`config.mk`:
```
export PLATFORM = sky130hd
export DESIGN_NAME = descrambler_sync_ctrl
export DESIGN_NICKNAME = d
export VERILOG_FILES = /design/src/rtl/descrambler_sync_ctrl_pkg.sv /design/src/rtl/descrambler_sync_ctrl_sync_detector.sv /design/src/rtl/descrambler_sync_ctrl.sv
export SDC_FILE = /design/constraint.sdc
export NUM_CORES = 1
export LEC_CHECK = 0
export CAP_MARGIN = 5
export CORE_MARGIN = 5
export CORE_UTILIZATION = 47
export DETAILED_ROUTE_END_ITERATION = 12
export GPL_TIMING_DRIVEN = 0
export PLACE_DENSITY = 0.72
export SYNTH_ARGS = -nofsm -noshare
export SYNTH_HDL_FRONTEND = slang
export SYNTH_SLANG_ARGS = --single-unit
```
`constraint.sdc`:
```
create_clock -name clk_i -period 1.6 [get_ports clk_i]
set_input_delay 0.16 -clock clk_i [delete_from_list [all_inputs] [get_ports clk_i]]
set_output_delay 0.16 -clock clk_i [all_outputs]
set_load 0.02 [all_outputs]
```
`src/rtl/descrambler_sync_ctrl_pkg.sv`:
```
// Shared state encoding and default sync/seed constants for the descrambler
// frame-sync controller.
package descrambler_sync_ctrl_pkg;

  typedef enum logic [1:0] {
    ST_HUNT   = 2'b00,
    ST_VERIFY = 2'b01,
    ST_LOCKED = 2'b10
  } state_e;

  localparam logic [15:0] DEF_SYNC_WORD = 16'hF628;
  localparam logic [14:0] DEF_SEED      = 15'h57E5;

endpackage

```
`src/rtl/descrambler_sync_ctrl_sync_detector.sv`:
```
// Serial sync-word detector: SYNC_LEN-bit window over the raw stream, where
// the first-received bit lands in the MSB.
module descrambler_sync_ctrl_sync_detector #(
  parameter int unsigned           SYNC_LEN  = 16,
  parameter logic [SYNC_LEN-1:0]   SYNC_WORD = '0
) (
  input  logic clk_i,
  input  logic clr_i,
  input  logic bit_i,
  input  logic valid_i,
  output logic hit_o
);

  logic [SYNC_LEN-2:0] shreg_q;
  logic [SYNC_LEN-1:0] win;

  assign win   = {shreg_q, bit_i};
  assign hit_o = valid_i && (win == SYNC_WORD);

  always_ff @(posedge clk_i) begin
    if (clr_i)        shreg_q <= '0;
    else if (valid_i) shreg_q <= win[SYNC_LEN-2:0];
  end

endmodule

```
`src/rtl/descrambler_sync_ctrl.sv`:
```
// Frame-sync controller for the x^15+x^14+1 serial descrambler: hunt/verify/lock
// on the sync word, flywheel through misses, and sequence the descrambler.
module descrambler_sync_ctrl
  import descrambler_sync_ctrl_pkg::*;
#(
  parameter int unsigned         SYNC_LEN    = 16,
  parameter logic [SYNC_LEN-1:0] SYNC_WORD   = SYNC_LEN'(DEF_SYNC_WORD),
  parameter int unsigned         PAYLOAD_LEN = 64,
  parameter int unsigned         LOCK_HITS   = 2,
  parameter int unsigned         LOSS_MISSES = 3,
  parameter logic [14:0]         SEED        = DEF_SEED
) (
  input  logic        clk_i,
  input  logic        rst_i,
  input  logic        ctrl_en_i,
  input  logic        in_bit_i,
  input  logic        in_valid_i,
  output logic        out_bit_o,
  output logic        out_valid_o,
  output logic        out_sof_o,
  output logic        out_eof_o,
  output logic        descr_load_o,
  output logic        descr_enable_o,
  output logic [14:0] descr_seed_o,
  output logic        locked_o,
  output logic [1:0]  state_o,
  output logic [7:0]  sync_err_cnt_o
);

  localparam int unsigned FRAME_LEN = SYNC_LEN + PAYLOAD_LEN;
  localparam int unsigned PW = $clog2(FRAME_LEN);
  localparam int unsigned HW = $clog2(LOCK_HITS + 1);
  localparam int unsigned MW = $clog2(LOSS_MISSES + 1);

  state_e        state_q, state_d;
  logic [PW-1:0] pos_q, pos_d;
  logic [HW-1:0] hit_cnt_q, hit_cnt_d, hits_nxt;
  logic [MW-1:0] miss_cnt_q, miss_cnt_d, miss_nxt;
  logic [7:0]    err_q, err_d;
  logic          bit_q, bit_d, vld_q, vld_d, sof_q, sof_d, eof_q, eof_d;
  logic          load_q, load_d;
  logic          hit, clr, chk_pt, pay;

  assign clr = rst_i | ~ctrl_en_i;

  descrambler_sync_ctrl_sync_detector #(
    .SYNC_LEN  (SYNC_LEN),
    .SYNC_WORD (SYNC_WORD)
  ) u_sync_detector (
    .clk_i   (clk_i),
    .clr_i   (clr),
    .bit_i   (in_bit_i),
    .valid_i (in_valid_i),
    .hit_o   (hit)
  );

  assign chk_pt   = in_valid_i && (pos_q == PW'(FRAME_LEN - 1));
  assign pay      = in_valid_i && (pos_q < PW'(PAYLOAD_LEN));
  assign hits_nxt = hit_cnt_q + HW'(1);
  assign miss_nxt = miss_cnt_q + MW'(1);

  always_comb begin
    state_d    = state_q;
    pos_d      = pos_q;
    hit_cnt_d  = hit_cnt_q;
    miss_cnt_d = miss_cnt_q;
    err_d      = err_q;
    bit_d      = 1'b0;
    vld_d      = 1'b0;
    sof_d      = 1'b0;
    eof_d      = 1'b0;
    load_d     = 1'b0;

    if (in_valid_i && state_q != ST_HUNT)
      pos_d = chk_pt ? '0 : pos_q + PW'(1);

    case (state_q)
      ST_HUNT: begin
        if (hit) begin
          pos_d      = '0;
          hit_cnt_d  = HW'(1);
          miss_cnt_d = '0;
          load_d     = 1'b1;
          state_d    = (LOCK_HITS == 1) ? ST_LOCKED : ST_VERIFY;
        end
      end
      ST_VERIFY: begin
        if (chk_pt) begin
          if (hit) begin
            hit_cnt_d = hits_nxt;
            load_d    = 1'b1;
            if (hits_nxt == HW'(LOCK_HITS)) begin
              state_d    = ST_LOCKED;
              miss_cnt_d = '0;
            end
          end else begin
            state_d = ST_HUNT;
          end
        end
      end
      ST_LOCKED: begin
        if (pay) begin
          bit_d = in_bit_i;
          vld_d = 1'b1;
          sof_d = (pos_q == '0);
          eof_d = (pos_q == PW'(PAYLOAD_LEN - 1));
        end
        // Reload on misses too so the LFSR stays frame-aligned while flywheeling.
        if (chk_pt) begin
          if (hit) begin
            miss_cnt_d = '0;
            load_d     = 1'b1;
          end else begin
            err_d = (err_q == 8'hFF) ? err_q : err_q + 8'd1;
            if (miss_nxt == MW'(LOSS_MISSES)) begin
              state_d    = ST_HUNT;
              miss_cnt_d = '0;
            end else begin
              miss_cnt_d = miss_nxt;
              load_d     = 1'b1;
            end
          end
        end
      end
      default: state_d = ST_HUNT;
    endcase

    if (!ctrl_en_i) begin
      state_d    = ST_HUNT;
      pos_d      = '0;
      hit_cnt_d  = '0;
      miss_cnt_d = '0;
      bit_d      = 1'b0;
      vld_d      = 1'b0;
      sof_d      = 1'b0;
      eof_d      = 1'b0;
      load_d     = 1'b0;
    end
  end

  always_ff @(posedge clk_i) begin
    if (rst_i) begin
      state_q    <= ST_HUNT;
      pos_q      <= '0;
      hit_cnt_q  <= '0;
      miss_cnt_q <= '0;
      err_q      <= '0;
      bit_q      <= 1'b0;
      vld_q      <= 1'b0;
      sof_q      <= 1'b0;
      eof_q      <= 1'b0;
      load_q     <= 1'b0;
    end else begin
      state_q    <= state_d;
      pos_q      <= pos_d;
      hit_cnt_q  <= hit_cnt_d;
      miss_cnt_q <= miss_cnt_d;
      err_q      <= err_d;
      bit_q      <= bit_d;
      vld_q      <= vld_d;
      sof_q      <= sof_d;
      eof_q      <= eof_d;
      load_q     <= load_d;
    end
  end

  assign out_bit_o      = bit_q;
  assign out_valid_o    = vld_q;
  assign out_sof_o      = sof_q;
  assign out_eof_o      = eof_q;
  assign descr_load_o   = load_q;
  assign descr_enable_o = vld_q;
  assign descr_seed_o   = SEED;
  assign locked_o       = (state_q == ST_LOCKED);
  assign state_o        = state_q;
  assign sync_err_cnt_o = err_q;

endmodule

```
==> impl_results.md, run 1 <==
* Core box area at 4320 µm²
* Net Sw Frac at 22.0%
* Number of port buffers at 20
* Synth cell types at 50
* Clk_lat worst skew at 0.29 ns
* Largest net degree at the start of global routing at 14
* Pin slew with the least headroom to its limit at 0.657 ns
* Vias at 1680
* Routed Antenna Nets at 0
* Hold Startpoint: rst_i
* Most frequent cell after synthesis: dfxtp_1
* Top_reg_cell synth: dfxtp_1
* Met2 Use GR at 23.9%
* Fin. max-slew vios at 0
* Starting DRT DRC Count at 89
* Crit path max fanout at 6
* Layout cells sized above 1 at 28.4%
* EDFF count, synth at 0
* Setup CP Type: flop to flop
* Die area at 5870 µm²
* Most frequent cells after synthesis: 41 x dfxtp_1, 28 x nor2_1, 18 x mux2i_1
* Worst r2r src: pos_q[4]$_SDFF_PP0_
* Initial antenna violation count at 0
* Minimum clock period at 1.78 ns
* Synthesis-to-layout area growth at 33.3%
* Failing checks: setup timing
* Via density per instance at 4.99
* Area leader, netlist: dfxtp_1
* First-pass GRT wire length at 7200 µm
* Synthesized cell area at 2080 µm²
* DRC viols at 0
* I/O pins at 37
* Ys Warns at 0
* Crit start category: flop
* GRT met1 Usage at 18.0%
* H-tree depth at 2
* Synth top area cells: dfxtp_1 39%, mux2i_1 8.6%, buf_4 6.1%, nor2_1 5.0%, ha_1 4.8%
* CTS tree: done
* Final Hold Viols at 0
* Peak VDD IR at 0.354 mV
* Num CTS Buffers at 5
* Leak at 1.07 nW
* Gr usage total at 14.4%
* Highest clock rate at 562 MHz
* Post-Place Cell Area at 2450 µm²
* Worst Hold Class: input port to flop
* Crit path from: pos_q[4]$_SDFF_PP0_
* Final WL at 4300 µm
* Worst Path Arrival at 2.00 ns
* Yosys reg bits at 41
* Vias in the first global route at 1633
* Final setup fails at 14
* DR WL/cell at 12.8 µm
* CP required at 1.82 ns
* CP endpoint kind: flop
* GRT overflow at 0
* Reg clk slew, reported paths at 0.08 ns
* Int Pwr at 1.46 mW
* Fin nets at 297
* Slew HR at 56.2%
* Post-synthesis sequential area ratio at 39.4%
* RSZ-0062 raised after global routing: yes
* CTS Sinks at 41
* Max Root-Sink Buffers at 2
* Fin crit share at 111%
* Combinational group share of total power at 6.2%
* Outcome: finished with violations
* Final WS setup at -0.178 ns
* Mapped Cells at 229
* Synth top area share at 39.4%
* Power density over the cells at 675 nW/µm²
* Chip Width at 76.6 µm
* Drt pass-1 iters at 4
* Dpl ws at -0.564 ns
* Number of diodes at 0
* Die Ht at 76.6 µm
* Async set-reset flop share out of synthesis at 0%
* GR met3 Demand/Resource at 4.26%
* Routability cong. at 0.784
* Max cap viols at 0
* Clk_skew at 0.00758 ns
* Post-route cell area at 2780 µm²
* HPWL Detailed at 2840 µm
* Root Buffer: clkbuf_8
* Clk pwr share at 39.8%
* Initial core utilization at 48.2%
* Syn avg cell area at 9.10 µm²
* GRT Max-Usage Layer: met2
* Seq pwr share at 54.0%
* Switch Pwr at 0.412 mW
* Rows at 24
through the flow:
step           utilization (%)  std cells  power [mW]  TNS, ns  hold slack (ns)
5_1_grt                   64.3        337        1.96    -2.64            0.290
6_report                  64.3        337        1.88    -1.40            0.266
3_5_place_dp              56.7        314        1.15   -13.66            0.484
4_1_cts                   62.0        332        1.90    -2.28            0.241
3_3_place_gp              56.7        314        1.15   -13.79            0.469
2_1_floorplan                -        242        1.14   -0.258            0.282
flip-flops by register name, indices dropped and copies added (netlist names):
register                 cells
out_bit_o                    1
descr_load_o                 1
u_sync_detector.shreg_q     15
out_eof_o                    1
hit_cnt_q                    2
pos_q                        7
miss_cnt_q                   2
descr_enable_o               1
state_o                      2
out_sof_o                    1
sync_err_cnt_o               8
path summary, 6_finish.rpt:
check                                    to  slack (ns)  cells past startpoint
max          sync_err_cnt_o[2]$_SDFFE_PP0P_       -0.18                      6
min          sync_err_cnt_o[0]$_SDFFE_PP0P_        0.27                      2
max reg2reg  sync_err_cnt_o[2]$_SDFFE_PP0P_       -0.18                      6
min reg2reg      miss_cnt_q[0]$_SDFFE_PP0P_        0.49                      2
layout make-up:
| type | count | area, µm² |
|---|---|---|
| well taps | 52 | 65.1 |
| flip-flops and latches | 41 | 847 |
| multi-input cells | 163 | 1210 |
| plain buffers | 26 | 180 |
| inverters | 11 | 41.3 |
| repair buffers | 36 | 325 |
| clock inverters | 1 | 8.76 |
| clock buffers | 7 | 97.6 |
| fillers | 373 | 1550 |
routing by layer:
metal  vias up  routed length, µm
li1        889                  -
met1       752               1900
met2        36               2160
met3         3                226
met4         0                 17
met5         -                  0
kinds of logic after synthesis:
family | share of synthesized area (%)
multiplexers | 8.64
AO/OA/AOI/OAI | 11.3
XOR/XNOR | 2.94
buffers and inverters | 10.4
flip-flops | 39.4
AND/OR/NAND/NOR | 22.1
other | 0.360
adder cells (fa/ha/maj) | 4.80
worst max-delay path: stages, from the launching register on:
cell and delay, ns:
dfxtp_4 0.35, and4bb_1 0.31, and4_4 0.28, o2111ai_4 0.14, buf_6 0.17, or3_1 0.33, a21oi_2 0.13
power groups by stage:
stage          combinational (mW)  clock (mW)  sequential [mW]
3_3_place_gp                0.113           0             1.04
4_1_cts                     0.114       0.771             1.01
2_1_floorplan              0.0953           0             1.04
6_report                    0.117       0.747             1.01
5_1_grt                     0.126       0.817             1.01
3_5_place_dp                0.114           0             1.04
timing repair:
action                                  4_1_cts  5_1_grt
resized for setup                            17       20
cloned                                        1        0
buffers inserted                              9        6
pin swaps                                     4       12
endpoints found under the setup margin       33       30
hold buffers                                  0        0
layout by cell type, fill, tap and decap left out, types with 2 or more instances in the layout:
cell type        instances
or3_4                    2
xnor2_1                  3
buf_2                    2
dfxtp_4                  5
mux2i_1                 18
nand3_1                  6
a211oi_2                 2
or4_1                    4
o31ai_1                  4
nor3_1                   2
o21ai_1                  3
and2_1                   2
o21ai_0                  2
dfxtp_2                  6
dlygate4sd2_1            2
nor4_1                   2
ha_2                     3
clkbuf_1                 3
buf_1                    2
buf_6                    4
conb_1                  15
dfxtp_1                 30
nand2_1                 13
ha_1                     5
a21oi_1                  5
clkbuf_8                 5
buf_4                   31
nand3_4                  2
xor2_1                   4
clkdlybuf4s50_1         18
or3_1                    3
nand4_1                  3
and4bb_2                 2
nor2_1                  26
inv_1                   10
(Power assumes the default switching activity.)
==> inputs of run 2 (changes only) <==
--- a/config.mk
+++ b/config.mk
@@ -5,7 +5,6 @@
 export SDC_FILE = /design/constraint.sdc
 export NUM_CORES = 1
 export LEC_CHECK = 0
-export CAP_MARGIN = 5
 export CORE_MARGIN = 5
 export CORE_UTILIZATION = 47
 export DETAILED_ROUTE_END_ITERATION = 12
==> results of run 2 <==
The final DEF is identical to that of run 1; final timing and power are the same.
==> inputs of run 3 (changes only) <==
--- a/config.mk
+++ b/config.mk
@@ -10,6 +10,8 @@
 export DETAILED_ROUTE_END_ITERATION = 12
 export GPL_TIMING_DRIVEN = 0
 export PLACE_DENSITY = 0.72
+export RECOVER_POWER = 100
+export SLEW_MARGIN = 20
 export SYNTH_ARGS = -nofsm -noshare
 export SYNTH_HDL_FRONTEND = slang
 export SYNTH_SLANG_ARGS = --single-unit
==> impl_results.md, run 3 (same netlist as run 1, synthesis figures left out) <==
* Largest net degree at the start of global routing at 14
* CTS tree: done
* Leak at 1.11 nW
* Failing checks: setup timing
* Hold Worst Slack at 0.263 ns
* Initial core utilization at 48.2%
* Post-Place Cell Area at 2450 µm²
* Hold Startpoint: rst_i
* Dpl ws at -0.564 ns
* HPWL Detailed at 2840 µm
* Slew HR at 56.9%
* Hold depth at 2
* RSZ-0062 raised after global routing: yes
* Vias at 1682
* Multi-input gate area at 1200 µm²
* Max Root-Sink Buffers at 2
* Reg clk slew, reported paths at 0.08 ns
* Outcome: finished with violations
* Crit path cell chain: and4bb_1, and4_4, o2111ai_4, buf_6, or3_1, a21oi_2
* DR WL/cell at 12.7 µm
* Int Pwr at 1.46 mW
* Setup CP Type: flop to flop
* Fill cells at 376
* Fin crit share at 111%
* Drt pass-1 iters at 4
* Starting DRT DRC Count at 76
* I/O pins at 37
* Final Hold Viols at 0
* Switch Pwr at 0.410 mW
* Layout cells sized above 1 at 27.7%
* Seq pwr share at 54.0%
* CP max stage cell: dfxtp_4
* Most frequent cells in the layout: 30 x buf_4, 30 x dfxtp_1, 26 x nor2_1
* Via density per instance at 4.99
* Clk pwr share at 39.8%
* Clk_skew at 0.00637 ns
* Reg2Reg Setup Slack at -0.17 ns
* Chip Width at 76.6 µm
* Worst Hold Class: input port to flop
* Rows at 24
* Vias in the first global route at 1633
* CP bufs+invs at 1
* Pin slew with the least headroom to its limit at 0.647 ns
* CTS Sinks at 41
* Routed Antenna Nets at 0
* Root Buffer: clkbuf_8
* GRT overflow at 0
* First-pass GRT wire length at 7200 µm
* Post-layout total power at 1.87 mW
* Crit path max fanout at 6
* Synthesis-to-layout area growth at 32.9%
* Number of diodes at 0
* R2R cell count at 6
* Final setup fails at 14
* Minimum clock period at 1.77 ns
* Core box area at 4320 µm²
* Highest clock rate at 564 MHz
* Die Ht at 76.6 µm
* Crit start category: flop
* CTS Hold Bufs at 0
* Power density over the cells at 677 nW/µm²
* Number of port buffers at 20
* Fin. max-slew vios at 0
* Routability cong. at 0.784
* Max cap viols at 0
* Die area at 5870 µm²
* Fin nets at 297
* Biggest register: u_sync_detector.shreg_q
* Initial antenna violation count at 0
* Num CTS Buffers at 5
* Worst r2r src: pos_q[4]$_SDFF_PP0_
* Worst path top cell family by delay: simple AND/OR/NAND/NOR gates
* Critical Path Max Stage Delay at 0.35 ns
* Sequential cell area at 847 µm²
* Critical path depth at 6
* Peak VDD IR at 0.354 mV
* Post-route cell area at 2770 µm²
* Final WS setup at -0.172 ns
* CP required at 1.82 ns
* Combinational group share of total power at 6.2%
* CP endpoint kind: flop
* Net Sw Frac at 21.9%
* Final WL at 4300 µm
* Max reg flops at 15
* Gr usage total at 14.4%
* RR Endpoint: sync_err_cnt_o[2]$_SDFFE_PP0P_
* H-tree depth at 2
* Clk_lat worst skew at 0.29 ns
* DRC viols at 0
* Worst Path Arrival at 1.99 ns
* Worst Hold End: sync_err_cnt_o[0]$_SDFFE_PP0P_
run 3: changes by cell type in the layout (fill, tap and decap cells not counted), sizes merged:
cell,change
buf,-3
clkbuf,+3
clkdlybuf4s50,-13
dlygate4sd3,+13
run 3: layout make-up:
| cell class | instances | area share (%) |
|---|---|---|
| Clock buffer | 7 | 3.52 |
| Clock inverter | 1 | 0.316 |
| Buffer | 26 | 6.50 |
| Timing Repair Buffer | 36 | 11.7 |
| Sequential cell | 41 | 30.6 |
| Multi-Input combinational cell | 163 | 43.5 |
| Tap cell | 52 | 2.35 |
| Inverter | 11 | 1.49 |
run 3: worst register-to-register path: stages, from the launching register on:
cell	delay, ns
dfxtp_4	0.35
and4bb_1	0.31
and4_4	0.28
o2111ai_4	0.14
buf_6	0.17
or3_1	0.33
a21oi_2	0.12
run 3: power groups by stage:
| stage | Combinational [mW] | Clock, mW | Sequential [mW] |
|---|---|---|---|
| 2_1_floorplan | 0.0953 | 0 | 1.04 |
| 3_3_place_gp | 0.113 | 0 | 1.04 |
| 3_5_place_dp | 0.114 | 0 | 1.04 |
| 4_1_cts | 0.114 | 0.771 | 1.01 |
| 5_1_grt | 0.126 | 0.817 | 1.01 |
| 6_report | 0.116 | 0.746 | 1.01 |
run 3: worst max-delay path by stage:
stage | from | endpoint | slack (ns)
finish | pos_q[4]$_SDFF_PP0_ | sync_err_cnt_o[2]$_SDFFE_PP0P_ | -0.17
global route | pos_q[4]$_SDFF_PP0_ | sync_err_cnt_o[2]$_SDFFE_PP0P_ | -0.25
CTS | pos_q[5]$_SDFF_PP0_ | sync_err_cnt_o[3]$_SDFFE_PP0P_ | -0.18
detailed placement | in_bit_i | pos_q[4]$_SDFF_PP0_ | -0.56
global placement | in_bit_i | descr_load_o$_SDFF_PP0_ | -0.58
floorplan | pos_q[4]$_SDFF_PP0_ | sync_err_cnt_o[3]$_SDFFE_PP0P_ | -0.07
run 3: layer usage:
| metal | routed length (µm) | GRT usage, % | vias to the layer above |
|---|---|---|---|
| met5 | 0 | 0 | - |
| li1 | - | - | 889 |
| met1 | 1960 | 18.0 | 751 |
| met4 | 39 | 4.37 | 0 |
| met3 | 197 | 4.26 | 5 |
| met2 | 2100 | 23.9 | 37 |
run 3: per-stage QoR:
stage,setup TNS [ns],cells,utilization (%)
CTS,-2.28,332,62.0
global placement,-13.79,314,56.7
finish,-1.33,337,64.1
global route,-3.13,337,64.1
floorplan,-0.258,242,-
detailed placement,-13.66,314,56.7
run 3: timing repair:
action / 4_1_cts / 5_1_grt
cloned: 1 / 0
pin swaps: 4 / 12
buffers inserted: 9 / 6
resized for setup: 17 / 20
endpoints found under the setup margin: 33 / 30
